<file path="src/rtl/core_defs_pkg.sv">
// Shared core constants: load/store funct3 format codes used by the data bus.
package core_defs_pkg;

    localparam logic [2:0] F3_B  = 3'b000;  // LB / SB
    localparam logic [2:0] F3_H  = 3'b001;  // LH / SH
    localparam logic [2:0] F3_W  = 3'b010;  // LW / SW
    localparam logic [2:0] F3_BU = 3'b100;  // LBU
    localparam logic [2:0] F3_HU = 3'b101;  // LHU

endpackage

</file>
<file path="src/rtl/mmio_uart_pkg.sv">
// Register map, STATUS bit positions and TX state encoding for the MMIO UART.
package mmio_uart_pkg;

    // Word index within the 16-byte window (bus_address[3:2]).
    localparam logic [1:0] REG_TXDATA  = 2'd0;  // offset 0x0
    localparam logic [1:0] REG_STATUS  = 2'd1;  // offset 0x4
    localparam logic [1:0] REG_DIVISOR = 2'd2;  // offset 0x8
    localparam logic [1:0] REG_RSVD    = 2'd3;  // offset 0xC

    // STATUS bit positions.
    localparam int ST_FULL      = 0;
    localparam int ST_EMPTY     = 1;
    localparam int ST_BUSY      = 2;
    localparam int ST_OVERFLOW  = 3;
    localparam int ST_COUNT_LSB = 8;

    typedef enum logic [1:0] {
        TX_IDLE  = 2'd0,
        TX_START = 2'd1,
        TX_DATA  = 2'd2,
        TX_STOP  = 2'd3
    } tx_state_t;

endpackage

</file>
<file path="src/rtl/uart_tx_fifo.sv">
// Synchronous byte FIFO with first-word fall-through read data.
// Pointers carry an extra wrap bit so full and empty are unambiguous.
module uart_tx_fifo #(
    parameter int DEPTH = 8
) (
    input  logic                     clock,
    input  logic                     reset,
    input  logic                     push,
    input  logic [7:0]               push_data,
    input  logic                     pop,
    output logic [7:0]               pop_data,
    output logic                     full,
    output logic                     empty,
    output logic [$clog2(DEPTH):0]   count
);

    localparam int AW = $clog2(DEPTH);

    logic [AW:0] wr_ptr;
    logic [AW:0] rd_ptr;
    logic [7:0]  mem [DEPTH];
    logic        do_push;
    logic        do_pop;

    assign empty = (wr_ptr == rd_ptr);
    assign full  = (wr_ptr[AW] != rd_ptr[AW]) && (wr_ptr[AW-1:0] == rd_ptr[AW-1:0]);
    assign count = wr_ptr - rd_ptr;

    // A pop frees a slot on the same edge, so a push into a full FIFO is
    // still accepted when it coincides with a pop.
    assign do_pop  = pop && !empty;
    assign do_push = push && (!full || do_pop);

    assign pop_data = mem[rd_ptr[AW-1:0]];

    // Pointer update
    always_ff @(posedge clock or negedge reset) begin
        if (!reset) begin
            wr_ptr <= '0;
            rd_ptr <= '0;
        end else begin
            if (do_push) wr_ptr <= wr_ptr + 1'b1;
            if (do_pop)  rd_ptr <= rd_ptr + 1'b1;
        end
    end

    // Storage write; contents need no reset because the pointers gate them
    always_ff @(posedge clock) begin
        if (do_push) mem[wr_ptr[AW-1:0]] <= push_data;
    end

endmodule

</file>
<file path="src/rtl/mmio_uart_tx.sv">
// Memory-mapped 8N1 UART transmitter on the core data bus.
// Decodes a 16-byte register window, merges/extracts byte lanes, buffers
// written bytes in a FIFO and shifts them out at a programmable bit time.
module mmio_uart_tx
    import mmio_uart_pkg::*;
    import core_defs_pkg::*;
#(
    parameter logic [31:0] BASE_ADDRESS    = 32'h0002_0000,
    parameter int          FIFO_DEPTH      = 8,
    parameter logic [15:0] DEFAULT_DIVISOR = 16'd434
) (
    input  logic        clock,
    input  logic        reset,
    input  logic [31:0] bus_address,
    input  logic [31:0] bus_write_data,
    input  logic [2:0]  bus_format,
    input  logic        bus_read_enable,
    input  logic        bus_write_enable,
    output logic [31:0] bus_data_fetched,
    output logic        bus_hit,
    output logic        uart_tx
);

    localparam int CNT_W = $clog2(FIFO_DEPTH) + 1;

    // ---------------------------------------------------------------
    // Bus decode and lane handling
    // ---------------------------------------------------------------
    logic [1:0]  reg_idx;
    logic [1:0]  lane;
    logic [3:0]  be;
    logic [15:0] wdata_lane;
    logic        wr;
    logic        push;
    logic        ovf_clear;

    assign bus_hit = (bus_address[31:4] == BASE_ADDRESS[31:4]);
    assign reg_idx = bus_address[3:2];
    assign lane    = bus_address[1:0];
    assign wr      = bus_hit && bus_write_enable;

    // Store data moved onto its byte lanes; only the low half feeds any register.
    assign wdata_lane = 16'(bus_write_data << {lane, 3'b000});

    // Byte enables for the store format at the addressed lane
    always_comb begin
        be = 4'b0000;
        case (bus_format)
            F3_B:    be = 4'b0001 << lane;
            F3_H:    be = 4'b0011 << lane;
            F3_W:    be = 4'b1111;
            default: be = 4'b0000;
        endcase
    end

    // Only a store that covers lane 0 of TXDATA enqueues a byte.
    assign push      = wr && (reg_idx == REG_TXDATA) && be[0];
    assign ovf_clear = wr && (reg_idx == REG_STATUS) && be[0] && wdata_lane[ST_OVERFLOW];

    // ---------------------------------------------------------------
    // FIFO
    // ---------------------------------------------------------------
    logic [7:0]       fifo_data;
    logic             fifo_full;
    logic             fifo_empty;
    logic [CNT_W-1:0] fifo_count;
    logic             fifo_pop;

    uart_tx_fifo #(.DEPTH(FIFO_DEPTH)) u_fifo (
        .clock     (clock),
        .reset     (reset),
        .push      (push),
        .push_data (wdata_lane[7:0]),
        .pop       (fifo_pop),
        .pop_data  (fifo_data),
        .full      (fifo_full),
        .empty     (fifo_empty),
        .count     (fifo_count)
    );

    // ---------------------------------------------------------------
    // Registers
    // ---------------------------------------------------------------
    logic [15:0] divisor;
    logic        overflow;
    tx_state_t   state;
    tx_state_t   state_next;

    // Divisor register, byte-writable through the two low lanes
    always_ff @(posedge clock or negedge reset) begin
        if (!reset) begin
            divisor <= DEFAULT_DIVISOR;
        end else if (wr && (reg_idx == REG_DIVISOR)) begin
            if (be[0]) divisor[7:0]  <= wdata_lane[7:0];
            if (be[1]) divisor[15:8] <= wdata_lane[15:8];
        end
    end

    // Sticky overflow: a dropped push sets it; writing 1 to bit 3 clears it
    always_ff @(posedge clock or negedge reset) begin
        if (!reset) begin
            overflow <= 1'b0;
        end else if (push && fifo_full && !fifo_pop) begin
            overflow <= 1'b1;
        end else if (ovf_clear) begin
            overflow <= 1'b0;
        end
    end

    // ---------------------------------------------------------------
    // Read path
    // ---------------------------------------------------------------
    logic [31:0] status_word;
    logic [31:0] rd_word;
    logic [31:0] rd_shift;

    // Assemble STATUS and select/extend the addressed register for loads
    always_comb begin
        status_word = '0;
        status_word[ST_FULL]     = fifo_full;
        status_word[ST_EMPTY]    = fifo_empty;
        status_word[ST_BUSY]     = (state != TX_IDLE);
        status_word[ST_OVERFLOW] = overflow;
        status_word[ST_COUNT_LSB +: CNT_W] = fifo_count;

        case (reg_idx)
            REG_STATUS:  rd_word = status_word;
            REG_DIVISOR: rd_word = {16'h0000, divisor};
            default:     rd_word = '0;
        endcase

        rd_shift = rd_word >> {lane, 3'b000};

        bus_data_fetched = '0;
        if (bus_hit && bus_read_enable) begin
            case (bus_format)
                F3_B:    bus_data_fetched = {{24{rd_shift[7]}}, rd_shift[7:0]};
                F3_H:    bus_data_fetched = {{16{rd_shift[15]}}, rd_shift[15:0]};
                F3_W:    bus_data_fetched = rd_shift;
                F3_BU:   bus_data_fetched = {24'h0, rd_shift[7:0]};
                F3_HU:   bus_data_fetched = {16'h0, rd_shift[15:0]};
                default: bus_data_fetched = '0;
            endcase
        end
    end

    // ---------------------------------------------------------------
    // Transmitter
    // ---------------------------------------------------------------
    logic [15:0] div_lat;
    logic [15:0] bit_len;
    logic [15:0] baud_cnt;
    logic [2:0]  bit_idx;
    logic [7:0]  shreg;
    logic        tick;

    // A latched divisor of 0 still produces a one-clock bit.
    assign bit_len = (div_lat == 16'd0) ? 16'd1 : div_lat;
    assign tick    = (baud_cnt == bit_len - 16'd1);

    // State register
    always_ff @(posedge clock or negedge reset) begin
        if (!reset) state <= TX_IDLE;
        else        state <= state_next;
    end

    // Next-state logic; STOP chains directly into START when data is queued
    always_comb begin
        state_next = state;
        case (state)
            TX_IDLE:  if (!fifo_empty) state_next = TX_START;
            TX_START: if (tick) state_next = TX_DATA;
            TX_DATA:  if (tick && (bit_idx == 3'd7)) state_next = TX_STOP;
            TX_STOP:  if (tick) state_next = fifo_empty ? TX_IDLE : TX_START;
            default:  state_next = TX_IDLE;
        endcase
    end

    // Output decode: line level and the pop/load strobe
    always_comb begin
        uart_tx  = 1'b1;
        fifo_pop = 1'b0;
        case (state)
            TX_IDLE:  fifo_pop = !fifo_empty;
            TX_START: uart_tx  = 1'b0;
            TX_DATA:  uart_tx  = shreg[0];
            TX_STOP:  fifo_pop = tick && !fifo_empty;
            default:  uart_tx  = 1'b1;
        endcase
    end

    // Frame datapath: load on pop, count clocks per bit, shift LSB first
    always_ff @(posedge clock or negedge reset) begin
        if (!reset) begin
            div_lat  <= DEFAULT_DIVISOR;
            baud_cnt <= '0;
            bit_idx  <= '0;
            shreg    <= '0;
        end else if (fifo_pop) begin
            shreg    <= fifo_data;
            div_lat  <= divisor;
            baud_cnt <= '0;
            bit_idx  <= '0;
        end else if (state != TX_IDLE) begin
            if (tick) begin
                baud_cnt <= '0;
                if (state == TX_DATA) begin
                    shreg   <= {1'b0, shreg[7:1]};
                    bit_idx <= bit_idx + 3'd1;
                end
            end else begin
                baud_cnt <= baud_cnt + 16'd1;
            end
        end
    end

endmodule

</file>
<file path="config.mk">
export PLATFORM = sky130hd
export DESIGN_NAME = mmio_uart_tx
export DESIGN_NICKNAME = d
export VERILOG_FILES = /design/src/rtl/core_defs_pkg.sv /design/src/rtl/mmio_uart_pkg.sv /design/src/rtl/uart_tx_fifo.sv /design/src/rtl/mmio_uart_tx.sv
export SDC_FILE = /design/constraint.sdc
export NUM_CORES = 1
export LEC_CHECK = 0
export ABC_AREA = 1
export ABC_CLOCK_PERIOD_IN_PS = 8300
export BUFFER_PORTS_ARGS = -buffer_cell sky130_fd_sc_hd__buf_2
export CORE_UTILIZATION = 30
export DETAILED_ROUTE_END_ITERATION = 6
export PLACE_DENSITY_LB_ADDON = 0.3
export SYNTH_ARGS = -nofsm -noshare
export SYNTH_HDL_FRONTEND = slang
export SYNTH_SLANG_ARGS = --single-unit
</file>
<file path="constraint.sdc">
create_clock -name clock -period 8.3 [get_ports clock]
set_input_delay 0.83 -clock clock [delete_from_list [all_inputs] [get_ports clock]]
set_output_delay 0.83 -clock clock [all_outputs]
set_load 0.03 [all_outputs]
</file>
==> impl_summary.md <==
Global routing
Entering global routing, the biggest net connects 71 pins. The first global-routing pass estimated 30800 um of wire. The global-route congestion overflow total is 0.

The via count of the first global-routing pass is 5927. The number of antenna violations at the first check in global routing is 0. The global router's overall resource usage is 15.4%.

Placement
The cell total after placement is 1268. The total half-perimeter wirelength after legalization and detailed placement is 13500 um. The post-place setup slack is 3520 ps.

Routability-driven placement finished with a final weighted congestion of 0.846. The total placed instance area is 8120 um^2. Port buffering added 88 buffers.

Timing
The hold violation count in the final report is 0. Hold timing on the final database bottoms out at a slack of 478 ps. The worst slew margin relative to its limit is 29.7%. The routed design could run at a clock period as short as 4800 ps. The actual transition at the worst max-transition pin is 1030 ps. Setup violations remaining at the end of the flow were counted as 0. Setup repair after global routing left no endpoint under its margin. The final critical-path share of the clock period is 57.9%. The total negative slack is 0 ps. The number of max-slew violations in the final report is 0. The highest achievable clock rate is 0.208 GHz.

The worst-case clock skew is 17.1 ps. The worst setup slack after layout is 3500 ps.

Logic synthesis
Counting instances in the post-synthesis netlist gives the leading cell types as sky130_fd_sc_hd__nand2_1 (233), sky130_fd_sc_hd__nor2_1 (105), sky130_fd_sc_hd__inv_1 (77), sky130_fd_sc_hd__edfxtp_1 (64), sky130_fd_sc_hd__dfrtp_1 (60). sky130_fd_sc_hd__edfxtp_1 takes more of the synthesized area than any other cell. The average size of a mapped cell is 8.36 um^2. The number of cells produced by synthesis is 896. The share of synthesized flip-flops with an asynchronous set or reset is 52.2%. Counting every net in the synthesized netlist gives 984.

After synthesis the netlist holds a flip-flop and latch count of 134. After synthesis, the netlist uses 50 different library cells. Sequential elements use 49.2% of the synthesized area. The leading cell type by number of instances after synthesis is sky130_fd_sc_hd__nand2_1. In this run the cell area of the synthesized design comes to 7490 um^2.

For this run, the leading register cell type out of synthesis is sky130_fd_sc_hd__edfxtp_1. The number of warnings issued by yosys is 0. In the post-synthesis netlist, the biggest area contributors are sky130_fd_sc_hd__edfxtp_1 (26%), sky130_fd_sc_hd__dfrtp_1 (20%), sky130_fd_sc_hd__nand2_1 (12%), sky130_fd_sc_hd__nor2_1 (5.3%), sky130_fd_sc_hd__inv_1 (3.9%). In this run, synthesis inferred 64 flip-flops with an integrated enable. The proportion of netlist area held by the largest area contributor is 25.7%.

Floorplan
The die is 160 um wide. The number of standard-cell rows in the floorplan is 57. After floorplanning, the core was sized to cover 24400 um^2. The die area is 25600 um^2. Pin placement for this block handled 105 I/O pins.

The floorplan step set the die height to 160 um. Once the floorplan was initialized, standard cells occupied 30.7% of the core.

Drt
The final layout contains routed wiring with a total length of 18900 um. In the final routed layout, each cell accounts on average for 14.5 um. The number of routed nets with antenna violations is 0. The routed via count divided by cell count is 4.79.

Detailed routing inserted a total of 6217 vias. The first-pass detailed-route iteration total is 5. The DRC violation total after the first TritonRoute iteration is 416. For this run, design rule violations remaining after detail routing come to 0.

Worst hold path
The number of cells on the worst hold path is 2. The start point of the worst min-delay path is shreg[7]$_DFFE_PN0P_. The worst hold endpoint is shreg[7]$_DFFE_PN0P_. The worst hold-check path type is register to register.

Critical path
The worst setup path is launched from a register. The worst register-to-register path has a depth of 23. The worst reg2reg path startpoint is div_lat[4]$_DFFE_PN1N_. The arrival time of data at the critical path endpoint is 4850 ps.

The required time reported for the critical path endpoint is 8350 ps. The capture instance of the worst register-to-register path is u_fifo.mem[4][1]$_DFFE_PP_. In this run the worst path has a maximum fanout of 45. The worst setup path is captured at a register. The startpoint-to-endpoint class of the critical path is register to register. The register-to-register setup slack is 3500 ps.

Power
Dividing total power by cell area gives a power density of 171 nW/um^2. The worst supply voltage drop on vdd is 0.128 mV. Summed over all cells, the static leakage comes to 3.84 nW.

Layout
From synthesis to final layout, the design area changed by 15.7%. The post-layout net count is 1051. The number of filler instances in the final layout is 2542. 0 antenna diodes ended up in the layout. In the final layout, the multi-input gates occupy 3270 um^2.

The summed area of non-filler cells in the final layout is 8670 um^2. The count of non-filler cells in the finished layout is 1299. The share of final-layout standard cells stronger than drive strength 1 is 16.3%. In the final layout, flip-flops and latches occupy 3690 um^2.

CTS
The CTS clock-pin slew for the worst setup and hold paths is 60 ps. The CTS H-tree depth is 4. CTS placed an instance of sky130_fd_sc_hd__clkbuf_16 at the clock tree root. The post-cts sizing count is 0. The later pin in the worst-skew pair is clocked with a latency of 430 ps.

The buffer levels on the longest clock path is 2. The number of hold buffers added after CTS was 0. The buffers inserted during post-CTS setup optimization is 0. The clock tree from TritonCTS is done. The total clock sinks is 134. The number of buffers created by CTS is 17.

Job
The max capacitance violation total is 0.

Status
The flow ran to the end, and the final reports show no timing, DRC or antenna violations.
-- through the flow --
step | util, % | total power [mW]
6_report | 35.5 | 1.49
5_1_grt | 35.5 | 1.53
4_1_cts | 35.5 | 1.50
3_5_place_dp | 33.3 | 0.797
3_3_place_gp | 33.3 | 0.796
2_1_floorplan | - | 0.760
-- per-layer routing --
layer	part of all wire (%)	GRT usage (%)	wire length [um]	vias to the layer above
met5	0	0	0	-
met4	2.0	5.58	386	0
met3	4.7	2.81	887	23
met2	47	25.2	8880	197
met1	46	20.2	8700	2868
li1	-	-	-	3129
-- cells in the final DEF, fill, tap and decap left out, types with 22 or more instances in the layout --
| cell | instances |
|---|---|
| sky130_fd_sc_hd__nand2_1 | 233 |
| sky130_fd_sc_hd__nor2_1 | 105 |
| sky130_fd_sc_hd__buf_2 | 87 |
| sky130_fd_sc_hd__inv_1 | 77 |
| sky130_fd_sc_hd__edfxtp_1 | 64 |
| sky130_fd_sc_hd__dfrtp_1 | 60 |
| sky130_fd_sc_hd__nand3_1 | 55 |
| sky130_fd_sc_hd__o21ai_0 | 54 |
| sky130_fd_sc_hd__a21oi_1 | 29 |
| sky130_fd_sc_hd__xor2_1 | 22 |
-- worst max-delay path by stage --
| stage | from | endpoint | slack, ps | depth (start not counted) |
|---|---|---|---|---|
| 3_5_place_dp | div_lat[4]$_DFFE_PN1N_ | u_fifo.mem[4][1]$_DFFE_PP_ | 3520 | 23 |
| 3_3_place_gp | div_lat[4]$_DFFE_PN1N_ | u_fifo.mem[4][1]$_DFFE_PP_ | 3520 | 23 |
| 4_1_cts | div_lat[4]$_DFFE_PN1N_ | u_fifo.mem[4][1]$_DFFE_PP_ | 3480 | 23 |
| 5_1_grt | div_lat[4]$_DFFE_PN1N_ | u_fifo.mem[4][1]$_DFFE_PP_ | 3000 | 23 |
| 6_report | div_lat[4]$_DFFE_PN1N_ | u_fifo.mem[4][1]$_DFFE_PP_ | 3500 | 23 |
| 2_1_floorplan | bus_address[19] | bus_data_fetched[2] | 3710 | 7 |
-- cells by family (layout without fill, tap and decap cells) --
group           Yosys count  count (layout)  share of synthesized area (%)
xor+xnor                 29              29                           3.68
fa+ha+maj                17              17                           2.94
simple gates            444             444                           25.3
flops                   134             134                           49.2
compound gates          149             149                           11.7
buf+inv                 123             202                           7.13
-- power breakdown --
group	total (mW)	internal (mW)	switching [mW]
clock	0.703	0.389	0.314
combinational	0.0834	0.0276	0.0558
sequential	0.700	0.698	0.00238
-- layout make-up --
cell class | instances | area share [%]
multi-input combinational | 639 | 37.7
clock buffer | 17 | 4.91
clock inverter | 14 | 1.39
tap | 324 | 4.68
timing repair buffer | 90 | 5.28
inverter | 81 | 3.51
sequential | 134 | 42.5
-- state kept, by name, indices dropped and copies added, names as in the netlist --
signal	flops
u_fifo.wr_ptr	4
shreg	8
div_lat	16
bit_idx	3
u_fifo.mem	64
overflow	1
u_fifo.rd_ptr	4
state	2
divisor	16
baud_cnt	16
-- critical path: stages (launching register included) --
cell and delay (ps):
sky130_fd_sc_hd__dfstp_2 590, sky130_fd_sc_hd__nor2_1 80, sky130_fd_sc_hd__nand2_1 140, sky130_fd_sc_hd__nor2_1 70, sky130_fd_sc_hd__nand2_1 340, sky130_fd_sc_hd__nand2_1 150, sky130_fd_sc_hd__inv_1 120, sky130_fd_sc_hd__ha_1 200
sky130_fd_sc_hd__nand2_2 110, sky130_fd_sc_hd__nor2_1 310, sky130_fd_sc_hd__nand2_1 100, sky130_fd_sc_hd__nand2_1 80, sky130_fd_sc_hd__nand2_1 50, sky130_fd_sc_hd__nand2_1 50, sky130_fd_sc_hd__nand2_1 70, sky130_fd_sc_hd__nor2_1 90
sky130_fd_sc_hd__nand2_1 70, sky130_fd_sc_hd__nor2_2 150, sky130_fd_sc_hd__nand3_2 110, sky130_fd_sc_hd__nand2_4 120, sky130_fd_sc_hd__nand2_4 290, sky130_fd_sc_hd__nand2_2 260, sky130_fd_sc_hd__nand3_2 130, sky130_fd_sc_hd__nor2_1 750
(Power assumes the default switching activity.)
